==> config.mk <==
export PLATFORM = sky130hd
export DESIGN_NAME = brush_plotter
export DESIGN_NICKNAME = d
export VERILOG_FILES = /design/src/rtl/brush_plotter_pkg.sv /design/src/rtl/brush_scan_counter.sv /design/src/rtl/brush_plotter.sv
export SDC_FILE = /design/constraint.sdc
export NUM_CORES = 1
export LEC_CHECK = 0
export ABC_AREA = 1
export CAP_MARGIN = 20
export CORE_ASPECT_RATIO = 1.5
export CORE_MARGIN = 2
export CORE_UTILIZATION = 50
export CTS_CLUSTER_SIZE = 10
export DETAILED_ROUTE_END_ITERATION = 6
export DONT_BUFFER_PORTS = 1
export SKIP_CTS_REPAIR_TIMING = 1
export SLEW_MARGIN = 15
export SYNTH_ARGS = -nofsm -noshare
export SYNTH_HDL_FRONTEND = slang
export SYNTH_SLANG_ARGS = --single-unit
==> constraint.sdc <==
create_clock -name Clock -period 4.5 [get_ports Clock]
set_clock_uncertainty 0.15 [all_clocks]
set_input_delay 0.675 -clock Clock [delete_from_list [all_inputs] [get_ports Clock]]
set_output_delay 0.675 -clock Clock [all_outputs]
set_load 0.02 [all_outputs]
==> src/rtl/brush_plotter_pkg.sv <==
// rtl/brush_plotter_pkg.sv - shared paint constants, state encoding and brush size decode
package brush_plotter_pkg;

  localparam int SCREEN_W_DEF = 160;
  localparam int SCREEN_H_DEF = 120;
  localparam int COLOUR_W     = 3;
  localparam int SIDE_W       = 4;
  localparam int SCAN_W       = 3;

  typedef enum logic [1:0] {
    ST_IDLE   = 2'd0,
    ST_DRAW   = 2'd1,
    ST_FINISH = 2'd2
  } state_e;

  // Brush side length in pixels for the 2-bit size select.
  function automatic logic [SIDE_W-1:0] size_to_side(input logic [1:0] size);
    logic [SIDE_W-1:0] side;
    case (size)
      2'd0:    side = 4'd1;
      2'd1:    side = 4'd2;
      2'd2:    side = 4'd4;
      default: side = 4'd8;
    endcase
    return side;
  endfunction

endpackage

==> src/rtl/brush_scan_counter.sv <==
// rtl/brush_scan_counter.sv - row-major dx/dy scan over a side x side brush square
module brush_scan_counter
  import brush_plotter_pkg::*;
(
  input  logic              Clock,
  input  logic              resetn,
  input  logic              clear,
  input  logic              enable,
  input  logic [SIDE_W-1:0] side,
  output logic [SCAN_W-1:0] dx,
  output logic [SCAN_W-1:0] dy,
  output logic              last
);

  logic [SCAN_W-1:0] dx_q, dx_d;
  logic [SCAN_W-1:0] dy_q, dy_d;
  logic              row_end;

  // Side is never zero, so side-1 is always a valid in-square index.
  assign row_end = ({1'b0, dx_q} == (side - 4'd1));
  assign last    = row_end && ({1'b0, dy_q} == (side - 4'd1));
  assign dx      = dx_q;
  assign dy      = dy_q;

  // Next scan position: wrap dx at row end, wrap both after the final pixel.
  always_comb begin
    dx_d = dx_q;
    dy_d = dy_q;
    if (clear) begin
      dx_d = '0;
      dy_d = '0;
    end else if (enable) begin
      if (row_end) begin
        dx_d = '0;
        dy_d = last ? '0 : dy_q + 3'd1;
      end else begin
        dx_d = dx_q + 3'd1;
      end
    end
  end

  // Scan position registers.
  always_ff @(posedge Clock or negedge resetn) begin
    if (!resetn) begin
      dx_q <= '0;
      dy_q <= '0;
    end else begin
      dx_q <= dx_d;
      dy_q <= dy_d;
    end
  end

endmodule

==> src/rtl/brush_plotter.sv <==
// rtl/brush_plotter.sv - square brush stroke plotter driving a VGA adapter write port
module brush_plotter
  import brush_plotter_pkg::*;
#(
  parameter int SCREEN_W = SCREEN_W_DEF,
  parameter int SCREEN_H = SCREEN_H_DEF
) (
  input  logic                Clock,
  input  logic                resetn,
  input  logic                go,
  input  logic [7:0]          x_in,
  input  logic [6:0]          y_in,
  input  logic [COLOUR_W-1:0] colour_in,
  input  logic [1:0]          size_in,
  input  logic                mode_in,
  output logic [7:0]          x,
  output logic [6:0]          y,
  output logic [COLOUR_W-1:0] colour,
  output logic                plot,
  output logic                busy,
  output logic                done
);

  localparam logic [8:0] X_LIM = 9'(SCREEN_W);
  localparam logic [7:0] Y_LIM = 8'(SCREEN_H);

  state_e              state_q, state_d;
  logic [7:0]          x_q, x_d;
  logic [6:0]          y_q, y_d;
  logic [COLOUR_W-1:0] colour_q, colour_d;
  logic [SIDE_W-1:0]   side_q, side_d;

  logic                scan_clear;
  logic                scan_en;
  logic [SCAN_W-1:0]   dx;
  logic [SCAN_W-1:0]   dy;
  logic                scan_last;

  logic [8:0]          x_sum;
  logic [7:0]          y_sum;
  logic                in_range;
  logic                drawing;

  brush_scan_counter u_scan (
    .Clock  (Clock),
    .resetn (resetn),
    .clear  (scan_clear),
    .enable (scan_en),
    .side   (side_q),
    .dx     (dx),
    .dy     (dy),
    .last   (scan_last)
  );

  // Sums carry one extra bit so a pixel past the edge is clipped, not wrapped to column/row 0.
  assign x_sum    = {1'b0, x_q} + {6'b0, dx};
  assign y_sum    = {1'b0, y_q} + {5'b0, dy};
  assign in_range = (x_sum < X_LIM) && (y_sum < Y_LIM);
  assign drawing  = (state_q == ST_DRAW);

  assign x      = drawing ? x_sum[7:0] : 8'd0;
  assign y      = drawing ? y_sum[6:0] : 7'd0;
  assign colour = drawing ? colour_q : '0;
  assign plot   = drawing && in_range;
  assign busy   = (state_q != ST_IDLE);
  assign done   = (state_q == ST_FINISH);

  // Stroke control: latch the request on go, scan the square, then a single finish cycle.
  always_comb begin
    state_d    = state_q;
    x_d        = x_q;
    y_d        = y_q;
    colour_d   = colour_q;
    side_d     = side_q;
    scan_clear = 1'b0;
    scan_en    = 1'b0;
    case (state_q)
      ST_IDLE: begin
        if (go) begin
          x_d        = x_in;
          y_d        = y_in;
          colour_d   = mode_in ? '0 : colour_in;
          side_d     = size_to_side(size_in);
          scan_clear = 1'b1;
          state_d    = ST_DRAW;
        end
      end
      ST_DRAW: begin
        scan_en = 1'b1;
        if (scan_last) begin
          state_d = ST_FINISH;
        end
      end
      ST_FINISH: begin
        state_d = ST_IDLE;
      end
      default: begin
        state_d = ST_IDLE;
      end
    endcase
  end

  // State and latched stroke parameters.
  always_ff @(posedge Clock or negedge resetn) begin
    if (!resetn) begin
      state_q  <= ST_IDLE;
      x_q      <= '0;
      y_q      <= '0;
      colour_q <= '0;
      side_q   <= '0;
    end else begin
      state_q  <= state_d;
      x_q      <= x_d;
      y_q      <= y_d;
      colour_q <= colour_d;
      side_q   <= side_d;
    end
  end

endmodule

# ---- After elaboration in Yosys (flattened, before gate mapping)
# Cells that the tools add are included.
dict set report totals {
  reg_bits 30
  output_inout_bits 21
}
dict set report op_classes {
  order_cmp 2
  mux 18
  addsub 5
  eq_ne 8
  reduce_logical 11
}
# operator n
set ops {}
lappend ops {{$mux 3} 9}
lappend ops {{$pmux 4 s3} 1}
lappend ops {{$add 8x3->9} 1}
lappend ops {{$lt 9x8->1 const B} 1}
lappend ops {{$add 7x3->8} 1}
lappend ops {{$eq 3x4->1} 2}
lappend ops {{$lt 8x7->1 const B} 1}
lappend ops {{$mux 8} 1}
lappend ops {{$mux 7} 1}
lappend ops {{$add 3x1->3 const B} 2}
lappend ops {{$reduce_and 2->1} 3}
lappend ops {{$reduce_bool 2->1} 3}
lappend ops {{$eq 2x1->1 const B} 2}
lappend ops {{$eq 2x2->1 const B} 2}
lappend ops {{$logic_not 2->1} 2}
lappend ops {{$mux 2} 2}
lappend ops {{$pmux 2 s2} 1}
lappend ops {{$sub 4x1->4 const B} 1}
lappend ops {{$logic_and 1x1->1} 3}
lappend ops {{$mux 1} 3}
lappend ops {{$ne 2x1->1 const B} 1}
lappend ops {{$ne 2x2->1 const B} 1}

# ---- Depth between registers and ports, before layout
dict set report depth {
  depth_word 7
  depth_mapped 11
  ltp_nobuf 11
}

# ---- Cells and area by module
# A second synthesis with hierarchy kept.
dict set report unflattened {
  hier_cells 269
  hier_area_um2 1984.4
}
# module cells_per_inst instances area_per_inst_um2
set modules_own_cells {}
lappend modules_own_cells {brush_plotter 198 1 1481.4}
lappend modules_own_cells {brush_scan_counter 71 1 503.0}

# ---- Least setup slack after synthesis
# Ideal clock, no wire load.
dict set report synth_timing {
  path_type {reg-to-output}
  start {register u_scan.dy_q[0], in the netlist u_scan.dy[0]}
  end {output plot}
  t_required_ps 3675
  arrival_ps 1736
  stages_incl_launch_ff 12
  n_path_buf 0
  path_slack_ps 1939
  cell_sequence {dfrtp_1 ha_1 fa_1 nand2_1 nand2_1 nand2_1 nand2_1 nand2_1 nor2_1 nand3_1 nand2_1 nor2_1}
}
dict set report synth_between {
  elab_chain_len 4
}
# item line
set synth_lines {}
lappend synth_lines {{start, declared} brush_scan_counter.sv:16} ;# logic [SCAN_W-1:0] dy_q, dy_d;
lappend synth_lines {{start signal, assigned} brush_scan_counter.sv:49} ;# dy_q <= dy_d;
lappend synth_lines {{$add 7x3->8} brush_plotter.sv:57} ;# assign y_sum = {1'b0, y_q} + {5'b0, dy};
lappend synth_lines {{$lt 8x7->1} brush_plotter.sv:58} ;# assign in_range = (x_sum < X_LIM) && (y_sum < Y_LIM);
lappend synth_lines {{$logic_and 1x1->1} brush_plotter.sv:58}
lappend synth_lines {{$logic_and 1x1->1} brush_plotter.sv:64} ;# assign plot = drawing && in_range;
lappend synth_lines {{end, declared} brush_plotter.sv:19} ;# output logic plot,
# Every way passes these cells.

# ---- Worst setup path after layout
# Ends and elaborated chain as after synthesis.

==> flow_summary.toml <==
[pwr]
ir_drop_uv = 440.8
p_leak_nw = 1.142
powerDensity_mw_per_mm2 = 830.7

[synthesis]
ys.flop_type = "dfrtp_1"
synthesis.area_sq_mm = 0.002042
yosysSeqAreaShare = 0.3676
synth_simple_gate_area_frac = 0.3768
synth_top_family_by_area = "simple AND/OR/NAND/NOR gates"
yosysWarnings = 0
synth-xor-area-share = 0.01287
synthAdderAreaFrac = 0.07475
synth_edf_count = 0
synth.avg_cell_area_sq_um = 7.241
muxShareOfSynthArea = 0
synth_seq_cells = 30
synthDistinctLibCells = 29
async_reset_ff_frac = 1.000
synthCells = 282
synth_nets = 317
synth-compound-area-share = 0.06556

[detailed_routing]
dr.pass1.iters = 4
vias_per_cell = 5.125
avgRoutedWirePerCell_um = 12.55
drt_wl_total_mm = 4.128
ant_nets = 0
dr_total_vias = 1686
drt_iter0_drc = 67
drc = 0

[timing]
holdWs_ns = 0.06087
rsz0062_at_grt = "false"
final_hold_viol_count = 0
fin_crit_sh = 0.6617
worst_slew_pin_slew_ns = 0.6486
period_needed_ns = 2.978
fin_setup_tns_ns = 0
fmax_mhz = 335.8
setup_viol = 0
slew_violations = 0
slew_headroom = 0.5643

[global_routing]
grt_pass1_vias = 1593
grt_overflow = 0
grt_usage = 0.1969
grt_pass1_wl_mm = 6.996
antenna_found_initial = 0
grt_max_degree = 42

[critical_path]
critPathLaunchType = "flip-flop"
critical_path_arrival_ns = 2.15
end_kind = "primary output"
path_max_fanout = 6
critical_path_class = "reg2out"
cp.required_ns = 3.67
reg2regPathDepth = 9

[floorplanning]
die_x_um = 56.18
die-area_sq_mm = 0.004622
start_util = 0.5204
coreArea_sq_mm = 0.003924
die_h_um = 82.27
ios = 45
rows = 28

[finish]
drive_gt1_frac = 0.1197
final_net_count = 319
area_growth_pct = 5.208
antennaDiodeCount = 0
final_util = 0.5475
nFillCells = 419
design_area_sq_mm = 0.002148

[place]
io_buffers = 0
dp_hpwl_mm = 3.137
gp_congestion = 0.7508
placed_cell_area_sq_mm = 0.002052

[worst_hold_path]
hold_path_class = "in2async"

[clock_network]
clock_path_buffers = 2
cts_tree = "done"
cts.sinks = 30
worstSkewPairLatency_ns = 0.28
h-tree-depth = 2
cts_root_buffer = "clkbuf_8"
cts.reportedPaths.clkPinSlew_ns = 0.06
cts_buffers = 5

[outcome]
status = "completed"

[job]
max_cap_violations = 0
-- sequential cells by signal, indices dropped and copies added, names as in the netlist --
register   count
side_q         4
y_q            7
x_q            8
u_scan.dx      3
state_q        2
u_scan.dy      3
colour_q       3
-- final timing paths --
path / from / endpoint / slack (ns)
max in group asynchronous: resetn / side_q[3]$_DFFE_PN0P_ / 3.97
min: resetn / x_q[0]$_DFFE_PN0P_ / 0.06
max reg2reg: side_q[0]$_DFFE_PN0P_ / u_scan.dy[2]$_DFFE_PN0P_ / 2.68
max: u_scan.dy[0]$_DFFE_PN0P_ / plot / 1.52
min in group Clock: x_q[2]$_DFFE_PN0P_ / x_q[2]$_DFFE_PN0P_ / 0.33
min reg2reg: x_q[2]$_DFFE_PN0P_ / x_q[2]$_DFFE_PN0P_ / 0.33
-- cells in the mapped netlist (2+ instances only) --
library cell / instances / area, sq um
nor2_1: 26 / 97.59
inv_4: 2 / 12.51
nand4_1: 2 / 12.51
o21ai_1: 16 / 80.08
o21ai_0: 4 / 20.02
nand2_4: 4 / 45.04
nor2_2: 5 / 31.28
inv_2: 6 / 22.52
buf_2: 4 / 20.02
a21oi_1: 5 / 25.02
dfrtp_1: 30 / 750.7
fa_1: 2 / 40.04
inv_1: 34 / 127.6
nand2_1: 89 / 334.1
xor2_1: 2 / 17.52
nand3_1: 27 / 135.1
nor2_4: 2 / 22.52
nand2_2: 3 / 18.77
ha_1: 9 / 112.6
-- metrics by stage --
stage          power (mW)  instances  setup WS, ns
6_report            1.785        329         1.522
2_1_floorplan       1.422        282         1.939
3_5_place_dp        1.596        321         1.820
3_3_place_gp        1.584        321         1.853
5_1_grt             1.976        329         1.340
4_1_cts             1.803        328         1.521
-- cell type report --
| type | count | area [sq um] | area share |
|---|---|---|---|
| clock buffer | 7 | 76.32 | 0.03553 |
| timing repair buffer | 1 | 20.02 | 0.009319 |
| inverter | 42 | 162.7 | 0.07571 |
| tap | 45 | 56.30 | 0.02621 |
| multi-input combinational | 204 | 1082 | 0.5038 |
| sequential | 30 | 750.7 | 0.3494 |
-- layer usage --
metal	track usage	part of all wire	vias up	wire length, um
met2	0.3824	0.55	29	2252
met1	0.2077	0.40	772	1668
met4	0.07381	0.015	0	63
li1	-	-	880	-
met5	0	0	-	0
met3	0.04050	0.035	5	143
-- cell usage in the layout, fill, tap and decap left out --
master and n:
nand2_1 89, inv_1 34, dfrtp_1 30, nand3_1 27, nor2_1 26, o21ai_1 16, ha_1 9, inv_2 6
a21oi_1 5, nor2_2 5, clkbuf_8 5, o21ai_0 4, nand2_4 4, nand2_2 3, inv_4 2, nor2_4 2
nand4_1 2, xor2_1 2, fa_1 2, clkbuf_1 2, a21oi_2 1, nor3_1 1, nor3_2 1, nand4_4 1
nor2_8 1, or2_2 1, nand3_2 1, xnor2_1 1, buf_12 1
-- critical path: stages, from the launching register on --
cell and delay (ns):
dfrtp_1 0.43, ha_1 0.23, fa_1 0.40, nand2_1 0.08, nand2_1 0.07, nand2_1 0.06, nand2_1 0.05, nand2_1 0.08
nor2_1 0.05, nand3_1 0.07, nand2_1 0.05, nor2_1 0.30
-- power breakdown --
group | switching, mW | total [mW] | internal (mW)
registers | 0.112 | 0.505 | 0.393
logic | 0.758 | 1.08 | 0.320
clock network | 0.0960 | 0.202 | 0.106
-- cells by family after synthesis --
group | Yosys count
AOI/OAI and AO/OA | 26
xor gates and xnor gates | 3
adders and majority gates | 11
buffers and inverters | 48
DFF | 30
and+or+nand+nor | 164
(Power assumes the default switching activity.)
